## src/rtl/mem_copy_dma_if.sv

```systemverilog
// mem_copy_dma_if: request and data-memory port bundle for mem_copy_dma.
// The master modport is the DMA engine; the slave modport is the requester plus
// memory side. The fill/fill_val signals exist only when DMA_FILL_EN is defined.
interface mem_copy_dma_if #(
    parameter int ADDR_W = 10,
    parameter int LEN_W  = 11
);
    // Request side
    logic             start;
    logic [31:0]      src;
    logic [31:0]      dst;
    logic [LEN_W-1:0] len;
    logic             busy;
    logic             done;
`ifdef DMA_FILL_EN
    logic             fill;
    logic [31:0]      fill_val;
`endif

    // Data-memory side
    logic [31:0]      addr;
    logic [31:0]      wrData;
    logic             wrMem;
    logic             rdMem;
    logic [31:0]      rdData;

`ifdef DMA_FILL_EN
    modport master (
        input  start, src, dst, len, fill, fill_val, rdData,
        output busy, done, addr, wrData, wrMem, rdMem
    );

    modport slave (
        output start, src, dst, len, fill, fill_val, rdData,
        input  busy, done, addr, wrData, wrMem, rdMem
    );
`else
    modport master (
        input  start, src, dst, len, rdData,
        output busy, done, addr, wrData, wrMem, rdMem
    );

    modport slave (
        output start, src, dst, len, rdData,
        input  busy, done, addr, wrData, wrMem, rdMem
    );
`endif
endinterface

```

## src/rtl/mem_copy_dma.sv

```systemverilog
// mem_copy_dma: copies len words from src to dst on the data-memory port, in
// ascending order, one read then one write per word (2 cycles/word). Addresses
// wrap modulo 2^ADDR_W. Define DMA_FILL_EN to add a fill mode that writes a
// latched constant to len consecutive words at 1 cycle/word with no reads.
// ADDR_W must be below 32.
module mem_copy_dma #(
    parameter int ADDR_W = 10,
    parameter int LEN_W  = 11
) (
    input  logic              clk,
    input  logic              rst,
    mem_copy_dma_if.master    bus
);

    typedef enum logic [1:0] {
        IDLE,
        RD,
        WR,
        DONE
    } state_e;

    state_e            state_q, state_d;
    logic [ADDR_W-1:0] src_q, src_d;
    logic [ADDR_W-1:0] dst_q, dst_d;
    logic [LEN_W-1:0]  len_q, len_d;
    logic [LEN_W-1:0]  i_q, i_d;

    logic              fill_mode;   // latched fill request (0 in copy-only build)
    logic              start_fill;  // fill request presented with start
    logic [31:0]       fill_data;   // latched fill word

`ifdef DMA_FILL_EN
    logic              fill_q, fill_d;
    logic [31:0]       fill_val_q, fill_val_d;

    assign fill_mode  = fill_q;
    assign start_fill = bus.fill;
    assign fill_data  = fill_val_q;
`else
    assign fill_mode  = 1'b0;
    assign start_fill = 1'b0;
    assign fill_data  = '0;
`endif

    logic [ADDR_W-1:0] i_addr;
    logic [ADDR_W-1:0] rd_addr;
    logic [ADDR_W-1:0] wr_addr;
    logic              last_word;

    // Word offsets wrap with the address space, so only the low ADDR_W bits of i matter.
    assign i_addr    = ADDR_W'(i_q);
    assign rd_addr   = src_q + i_addr;
    assign wr_addr   = dst_q + i_addr;
    // len_q is never 0 while in WR, so len_q-1 cannot underflow where it is used.
    assign last_word = (i_q == len_q - LEN_W'(1));

    // State and datapath registers; asynchronous reset aborts any transfer.
    always_ff @(posedge clk or posedge rst) begin
        if (rst) begin
            state_q    <= IDLE;
            src_q      <= '0;
            dst_q      <= '0;
            len_q      <= '0;
            i_q        <= '0;
`ifdef DMA_FILL_EN
            fill_q     <= 1'b0;
            fill_val_q <= '0;
`endif
        end else begin
            // NOTE: non-blocking so every register samples pre-edge values, independent of statement order.
            state_q    <= state_d;
            src_q      <= src_d;
            dst_q      <= dst_d;
            len_q      <= len_d;
            i_q        <= i_d;
`ifdef DMA_FILL_EN
            fill_q     <= fill_d;
            fill_val_q <= fill_val_d;
`endif
        end
    end

    // Next-state logic: latch the request in IDLE, step i after each write.
    always_comb begin
        // NOTE: hold-value defaults first so no path leaves a variable unassigned (no latches).
        state_d    = state_q;
        src_d      = src_q;
        dst_d      = dst_q;
        len_d      = len_q;
        i_d        = i_q;
`ifdef DMA_FILL_EN
        fill_d     = fill_q;
        fill_val_d = fill_val_q;
`endif
        unique case (state_q)
            IDLE: begin
                if (bus.start) begin
                    src_d      = bus.src[ADDR_W-1:0];
                    dst_d      = bus.dst[ADDR_W-1:0];
                    len_d      = bus.len;
                    i_d        = '0;
`ifdef DMA_FILL_EN
                    fill_d     = bus.fill;
                    fill_val_d = bus.fill_val;
`endif
                    if (bus.len == '0) begin
                        state_d = DONE;
                    end else if (start_fill) begin
                        state_d = WR;
                    end else begin
                        state_d = RD;
                    end
                end
            end
            RD: begin
                state_d = WR;
            end
            WR: begin
                if (last_word) begin
                    state_d = DONE;
                end else begin
                    i_d     = i_q + LEN_W'(1);
                    state_d = fill_mode ? WR : RD;
                end
            end
            DONE: begin
                state_d = IDLE;
            end
            default: begin
                state_d = IDLE;
            end
        endcase
    end

    // Moore outputs decoded from state; write data passes rdData straight through in copy mode.
    always_comb begin
        bus.busy   = 1'b0;
        bus.done   = 1'b0;
        bus.addr   = '0;
        bus.wrData = '0;
        bus.wrMem  = 1'b0;
        bus.rdMem  = 1'b0;
        unique case (state_q)
            RD: begin
                bus.busy  = 1'b1;
                bus.rdMem = 1'b1;
                bus.addr  = 32'(rd_addr);
            end
            WR: begin
                bus.busy   = 1'b1;
                bus.wrMem  = 1'b1;
                bus.addr   = 32'(wr_addr);
                bus.wrData = fill_mode ? fill_data : bus.rdData;
            end
            DONE: begin
                bus.done = 1'b1;
            end
            default: begin
            end
        endcase
    end

endmodule
```

## src/flat_wrapper.sv

```systemverilog
// flat-port wrapper written by rule: the top's interface ports become plain ports
module mem_copy_dma_flat 
#(
    parameter int ADDR_W = 10,
    parameter int LEN_W  = 11
)
  (clk, rst, bus_start, bus_src, bus_dst, bus_len, bus_rdData, bus_busy, bus_done, bus_addr, bus_wrData, bus_wrMem, bus_rdMem);
  mem_copy_dma_if #(.ADDR_W(ADDR_W), .LEN_W(LEN_W)) bus_i ();
  input  logic clk;
  input  logic rst;
  input wire logic [$bits(bus_i.start)-1:0] bus_start;
  input wire logic [$bits(bus_i.src)-1:0] bus_src;
  input wire logic [$bits(bus_i.dst)-1:0] bus_dst;
  input wire logic [$bits(bus_i.len)-1:0] bus_len;
  input wire logic [$bits(bus_i.rdData)-1:0] bus_rdData;
  output wire logic [$bits(bus_i.busy)-1:0] bus_busy;
  output wire logic [$bits(bus_i.done)-1:0] bus_done;
  output wire logic [$bits(bus_i.addr)-1:0] bus_addr;
  output wire logic [$bits(bus_i.wrData)-1:0] bus_wrData;
  output wire logic [$bits(bus_i.wrMem)-1:0] bus_wrMem;
  output wire logic [$bits(bus_i.rdMem)-1:0] bus_rdMem;
  assign bus_i.start = bus_start;
  assign bus_i.src = bus_src;
  assign bus_i.dst = bus_dst;
  assign bus_i.len = bus_len;
  assign bus_i.rdData = bus_rdData;
  assign bus_busy = bus_i.busy;
  assign bus_done = bus_i.done;
  assign bus_addr = bus_i.addr;
  assign bus_wrData = bus_i.wrData;
  assign bus_wrMem = bus_i.wrMem;
  assign bus_rdMem = bus_i.rdMem;
  mem_copy_dma #(.ADDR_W(ADDR_W), .LEN_W(LEN_W)) u_core (.clk(clk), .rst(rst), .bus(bus_i));
endmodule
```

## config.mk

```make
export PLATFORM = sky130hd
export DESIGN_NAME = mem_copy_dma_flat
export DESIGN_NICKNAME = d
export VERILOG_FILES = /design/src/rtl/mem_copy_dma_if.sv /design/src/rtl/mem_copy_dma.sv /design/src/flat_wrapper.sv
export SDC_FILE = /design/constraint.sdc
export NUM_CORES = 1
export LEC_CHECK = 0
export ABC_AREA = 1
export CAP_MARGIN = 20
export CORE_MARGIN = 3
export CORE_UTILIZATION = 38
export CTS_BUF_LIST = sky130_fd_sc_hd__clkbuf_4 sky130_fd_sc_hd__clkbuf_8
export DETAILED_ROUTE_END_ITERATION = 8
export PLACE_DENSITY_LB_ADDON = 0.3
export REMOVE_ABC_BUFFERS = 1
export SETUP_SLACK_MARGIN = 0.15
export SYNTH_ARGS = -nofsm -noshare
export SYNTH_HDL_FRONTEND = slang
export SYNTH_SLANG_ARGS = --single-unit
```

## constraint.sdc

```tcl
create_clock -name clk -period 3.2 [get_ports clk]
set_clock_uncertainty 0.05 [all_clocks]
set_input_delay 0.32 -clock clk [delete_from_list [all_inputs] [get_ports clk]]
set_output_delay 0.32 -clock clk [all_outputs]
set_load 0.02 [all_outputs]
```

==> results of run 1 <==
-- area by class of cell --
| cell class | count | area [um^2] | area share, % |
|---|---|---|---|
| inverter | 74 | 278 | 5.70 |
| tap | 108 | 135 | 2.77 |
| timing repair buffer | 136 | 1270 | 26.1 |
| multi-input combinational | 403 | 1970 | 40.3 |
| clock inverter | 2 | 38.8 | 0.795 |
| clock buffer | 6 | 82.6 | 1.69 |
| sequential | 44 | 1100 | 22.6 |
-- kinds of logic (layout without fill, tap and decap cells) --
logic type | count (synthesis) | in the layout | share of synthesized area (%)
and+or+nand+nor | 316 | 316 | 37.6
buffers and inverters | 115 | 218 | 15.3
DFF | 44 | 44 | 31.8
AOI/OAI and AO/OA | 37 | 37 | 5.71
adders and majority gates | 16 | 16 | 6.00
xor gates and xnor gates | 12 | 12 | 3.43
other | 1 | 22 | 0.108
-- what timing repair did --
action                                  4_1_cts  5_1_grt
resized for setup                            26       19
endpoints found under the setup margin        8        7
cloned                                        0        0
pin swaps                                     0        2
setup buffers                                 0        1
-- state kept, by name, summed over array words and instances (netlist names) --
name	flops
u_core.i_q	11
u_core.len_q	11
u_core.state_q	2
u_core.dst_q	10
u_core.src_q	10
-- power groups by stage --
| stage | Sequential [mW] | Clock [mW] | Combinational [mW] |
|---|---|---|---|
| after floorplan | 0.896 | 0 | 1.27 |
| after global placement | 0.920 | 0 | 2.07 |
| after detailed placement | 0.926 | 0 | 2.11 |
| after CTS | 0.915 | 0.476 | 2.09 |
| after global routing | 0.951 | 0.503 | 2.38 |
| final | 0.917 | 0.462 | 2.11 |
-- metal layers --
metal | up-vias | part of all wire, % | wire length, um | GRT usage, %
met1 | 1587 | 43 | 3900 | 23.0
met3 | 11 | 8.0 | 730 | 4.75
met5 | - | 0 | 0 | 0
met2 | 128 | 48 | 4320 | 32.2
met4 | 0 | 1.4 | 130 | 5.42
li1 | 1848 | - | - | -
-- worst min-delay path, stage by stage --
cell and delay (ps):
clkdlybuf4s50_1 390, inv_1 50, buf_4 470
-- cells in the final DEF (no fill, tap or decap), types with 10 or more instances in the layout --
master           instances
nand2_1                223
a21oi_1                 10
nor2_1                  34
buf_4                   28
clkdlybuf4s50_1        103
nand3_1                 29
o21ai_0                 16
conb_1                  22
inv_1                   70
dfrtp_1                 44
ha_1                    11
-- through the flow --
stage	hold WS, ps	worst slack (ps)	cell area, um^2	power [mW]	std cells
6_report	412	276	4880	3.48	773
5_1_grt	461	138	4880	3.84	773
4_1_cts	430	129	4830	3.48	772
3_5_place_dp	415	-19.1	4710	3.03	764
3_3_place_gp	414	43.2	4710	2.99	764
2_1_floorplan	380	-785	3290	2.17	521
-- how the worst min path moves through the flow --
stage	slack [ps]	startpoint	endpoint
floorplan	380	bus_dst[0]	u_core.dst_q[0]
global placement	410	u_core.dst_q[8]	u_core.dst_q[8]
detailed placement	410	u_core.dst_q[3]	u_core.dst_q[3]
CTS	430	rst	u_core.dst_q[9]
global route	460	u_core.dst_q[5]	u_core.dst_q[5]
finish	410	rst	u_core.dst_q[9]
==> flow_metrics.tcl, run 1 <==
set metrics [dict create \
    async_reset_ff_share_pct 100 \
    holdCritPathClass "input port to asynchronous set/reset pin" \
    critPathCaptureType "output pin" \
    ys_ff_latch 44 \
    place.gp.congestion 0.878 \
    clock-root-buffer "clkbuf_8" \
    period_minus_slack_ps 2920 \
    wl_per_cell_um 11.7 \
    critPathCapture "bus_addr[6]" \
    power_leakage_nw 2.65 \
    max_slew_margin_pct 61.4 \
    required_ps 2830 \
    rrSetupSlack_ps 870 \
    synth_top_area_share_pct 31.8 \
    initialDrtViolationCount 170 \
    synth_area_leader_cell "dfrtp_1" \
    crit_start "u_core.state_q[0]" \
    antenna_left 0 \
    viasPerCell 4.62 \
    io_buffer_count 111 \
    worstReg2RegEnd "u_core.i_q[6]" \
    seq_area_frac_synth_pct 31.8 \
    clockBufferDepth 2 \
    synth_area_leaders "dfrtp_1 (32%), nand2_1 (24%), inv_1 (7.7%), ha_1 (5.4%), buf_4 (4.8%)" \
    nFillCells 835 \
    cts_sinks 44 \
    grt_max_degree 45 \
    critical_path.max_fanout 5 \
    vdd_drop_max_uv 333 \
    maxSlewViolCount 0 \
    timing.final.hold_violations 0 \
    synth_edf_count 0 \
    antenna_found_initial 0 \
    cpLargestDelayFamily "compound AO/OA/AOI/OAI gates" \
    synth_cell_types 35 \
    vias 3574 \
    cts_tree "done" \
    r2r_start "u_core.len_q[0]" \
    hold_buffers 0 \
    grt_pass1_wl_um 15800 \
    outcome "finished, final reports clean" \
    fp.dieW_um 101 \
    crit_type "register to output pin" \
    p_per_area_nw_per_um2 715 \
    insertion_delay_ps 300 \
    crit_top_cell "nand2_1" \
    synthMostInstantiatedCell "nand2_1" \
    ys_warn_count 0 \
    drc_errors 0 \
    syn-cell-area_um2 3460 \
    path_buf_inv 4 \
    comb_power_share_pct 60.4 \
    cp_slowest_stage_delay_ps 400 \
    period_share_pct 91.4 \
    setup_tns_ps 0 \
    rsz0062_at_grt "yes" \
    grt_overflow 0 \
    synth_common_cells "nand2_1 (223), inv_1 (71), dfrtp_1 (44)" \
    num_antenna_cells 0 \
    p_switching_mw 1.60 \
    htree_num_levels 2 \
    die_h_um 101 \
    timing.fmax_mhz 342 \
    initial_core_util_pct 39.5 \
    final_nets 790 \
    synth_top_flop_cell "dfrtp_1" \
    areaGrowthSynthToFinish_pct 40.9 \
    rows 34 \
    wl_um 9080 \
    rr_worst_depth 13 \
    grt_pass1_vias 3605 \
    fin_util_pct 55.6 \
    die-area_um2 10300 \
    clk_pin_slew_ps 90 \
    cp-start-kind "register" \
    core_area_um2 8760 \
    grt_usage_pct 18.7 \
    critical_path_arrival_ps 2550 \
    intPower_mw 1.89 \
    drv_cap 0 \
    path_cells "inv_2 > ha_4 > inv_1 > buf_4 > nand2_1 > nand2_1 > ha_1 > a21oi_1 > nand2_1 > nand2_1 > nand2_1 > a21oi_2 > o21ai_0 > a21oi_1 > buf_4" \
    dp_hpwl_um 7180 \
    cp_num_cells 15 \
    cts-buffers-inserted 5 \
    p_seq_share_pct 26.3 \
    avgSynthCellArea_um2 6.40 \
    syn_inst 541 \
    crit_slowest_cell "dfrtp_1" \
    finalSetupViolations 0 \
    drive_above_1_share_pct 9.92 \
    p_sw_share_pct 45.8 \
    power_frac_clock_pct 13.3 \
    worstMarginPinSlew_ps 579 \
    drt_first_pass_iters 4 \
    ioPinCount 178 \
]
No activity file was read; power rests on OpenSTA's default activity.
==> inputs of run 2 (changes only) <==
--- a/config.mk
+++ b/config.mk
@@ -8,7 +8,7 @@
 export ABC_AREA = 1
 export CAP_MARGIN = 20
 export CORE_MARGIN = 3
-export CORE_UTILIZATION = 38
+export CORE_UTILIZATION = 37
 export CTS_BUF_LIST = sky130_fd_sc_hd__clkbuf_4 sky130_fd_sc_hd__clkbuf_8
 export DETAILED_ROUTE_END_ITERATION = 8
 export PLACE_DENSITY_LB_ADDON = 0.3
==> constraint.sdc (replaced) <==
create_clock -name clk -period 2.5 [get_ports clk]
set_clock_uncertainty 0.05 [all_clocks]
set_input_delay 0.25 -clock clk [delete_from_list [all_inputs] [get_ports clk]]
set_output_delay 0.25 -clock clk [all_outputs]
set_load 0.02 [all_outputs]
==> run 2 against run 1 <==
Effect of this change: the run now ends with negative setup slack left; total power increased by 45%; cell area increased by 12%; via count increased by 6.3%; worst setup slack got worse by 520 ps; clock power increased by 18%; cell count increased by 3.5%; routed wire length increased by 15%; flip-flop and latch count unchanged; non-clock buffer count increased by 29; die area increased by 2.6%; clock-buffer cell count decreased by 1; first-iteration DRC count decreased by 1.2%.
==> flow_metrics.tcl, run 2 (synthesis results as in run 1) <==
set metrics [dict create \
    mostFrequentLayoutCells "nand2_1 (204), clkdlybuf4s50_1 (68), inv_1 (67), buf_4 (50), dfrtp_1 (44)" \
    io_buffer_count 111 \
    insertion_delay_ps 300 \
    num_antenna_cells 0 \
    crit_type "register to output pin" \
    p_total_mw 5.05 \
    period_minus_slack_ps 2740 \
    core_area_um2 8890 \
    areaGrowthSynthToFinish_pct 57.3 \
    place.gp.congestion 0.903 \
    clk_pin_slew_ps 80 \
    timing.fmax_mhz 364 \
    cp_slowest_stage_delay_ps 390 \
    fin_ws_ps -245 \
    drt_first_pass_iters 4 \
    wl_um 10400 \
    finish.instance_area_um2 5450 \
    wl_per_cell_um 13.0 \
    grt_usage_pct 19.6 \
    die_h_um 103 \
    cts_sinks 44 \
    ioPinCount 178 \
    hold_ws_ps 344 \
    cts_tree "done" \
    rsz0062_at_grt "yes" \
    vdd_drop_max_uv 456 \
    p_per_area_nw_per_um2 928 \
    grt_max_degree 45 \
    path_cells "inv_2 > ha_4 > inv_4 > nand2_2 > nand2_2 > ha_4 > fa_2 > nand3_2 > nand2_2 > nand2_1 > nand2_1 > a21oi_2 > o21ai_1 > a21oi_1 > buf_4" \
    grt_pass1_vias 3740 \
    cts-buffers-inserted 5 \
    timing.final.hold_violations 0 \
    required_ps 2200 \
    die-area_um2 10600 \
    htree_num_levels 2 \
    initialDrtViolationCount 168 \
    cp-start-kind "register" \
    initial_core_util_pct 38.9 \
    crit_top_cell "nand2_2" \
    holdCritPathClass "input port to asynchronous set/reset pin" \
    critPathCaptureType "output pin" \
    placed_cell_area_um2 4860 \
    antenna_found_initial 0 \
    critical_path_arrival_ps 2440 \
    finalSetupViolations 7 \
    dp_hpwl_um 7860 \
    antenna_left 0 \
    drive_above_1_share_pct 19.8 \
    rows 34 \
    maxSlewViolCount 0 \
    worstMarginPinSlew_ps 587 \
    top_regs "u_core.i_q: 11 flops, u_core.len_q: 11 flops" \
    grt_overflow 0 \
    viasPerCell 4.75 \
    violations "negative setup slack" \
    grt_pass1_wl_um 16600 \
    final_common_cell "nand2_1" \
    drv_cap 0 \
    hold_buffers 0 \
    fp.dieW_um 103 \
    final_nets 819 \
    crit_slowest_cell "dfrtp_1" \
    outcome "complete, but fails checks" \
    max_slew_margin_pct 60.9 \
    period_share_pct 110 \
    clock-root-buffer "clkbuf_8" \
    critical_path.max_fanout 4 \
    vias 3800 \
    drc_errors 0 \
    clockBufferDepth 2 \
    rr_worst_depth 13 \
    power_leakage_nw 3.39 \
]
==> run 2: cell types whose count changed in the layout (fill, tap and decap cells not counted), sizes merged <==
cell           delta
buf              +33
clkdlybuf4s50    -35
dlymetal6s2s     +31
clkinv            -1
clkbuf            -2
dlygate4sd2       +1
==> run 2: critical path, delay by kind of cell (launching register included) <==
family	cells	cell delay (ps)
DFF	1	390
and+or+nand+nor	6	390
AOI/OAI and AO/OA	3	380
buffers and inverters	3	280
adders and majority gates	3	680
==> run 2: report_power, final <==
part           internal [mW]  switching (mW)  total (mW)
Combinational           1.43            1.88        3.31
Sequential             0.975           0.222        1.20
Clock                  0.287           0.256       0.543
==> run 2: final timing paths <==
kind / startpoint / endpoint / slack (ps)
worst min-delay path: rst / u_core.dst_q[9] / 340
worst min register to register: u_core.dst_q[3] / u_core.dst_q[3] / 440
worst max register to register: u_core.len_q[0] / u_core.i_q[5] / 380
worst max-delay path: u_core.state_q[0] / bus_addr[6] / -240
min in group clk: bus_dst[3] / u_core.dst_q[3] / 420
max in group asynchronous: rst / u_core.i_q[5] / 1660
==> run 2: timing repair <==
action / CTS / global route
setup endpoints to repair: 43 / 51
pin swaps: 15 / 22
gates resized for setup: 88 / 77
buffers inserted: 4 / 7
==> run 2: final cells by class <==
cell class,instances,area (um^2)
fillers,767,3450
inverters,74,280
well taps,108,135
flip-flops and latches,44,1100
repair buffers,165,1610
multi-input cells,403,2220
clock buffers,5,68.8
clock inverters,1,30.0
==> run 2: per-layer routing <==
metal	vias up	GRT usage [%]	part of all wire, %
met4	0	7.37	2.0
met2	145	33.7	50
met5	-	0	0
met1	1723	23.2	39
met3	20	5.41	8.1
li1	1912	-	-
==> run 2: metrics by stage <==
| stage | setup TNS (ps) | cells | setup WS, ps | utilization, % |
|---|---|---|---|---|
| finish | -1320 | 800 | -245 | 61.2 |
| global route | -2220 | 800 | -362 | 61.2 |
| CTS | -973 | 793 | -210 | 57.7 |
| detailed placement | -3790 | 783 | -632 | 54.6 |
| global placement | -3130 | 783 | -510 | 54.6 |
| floorplan | -21570 | 521 | -1420 | - |
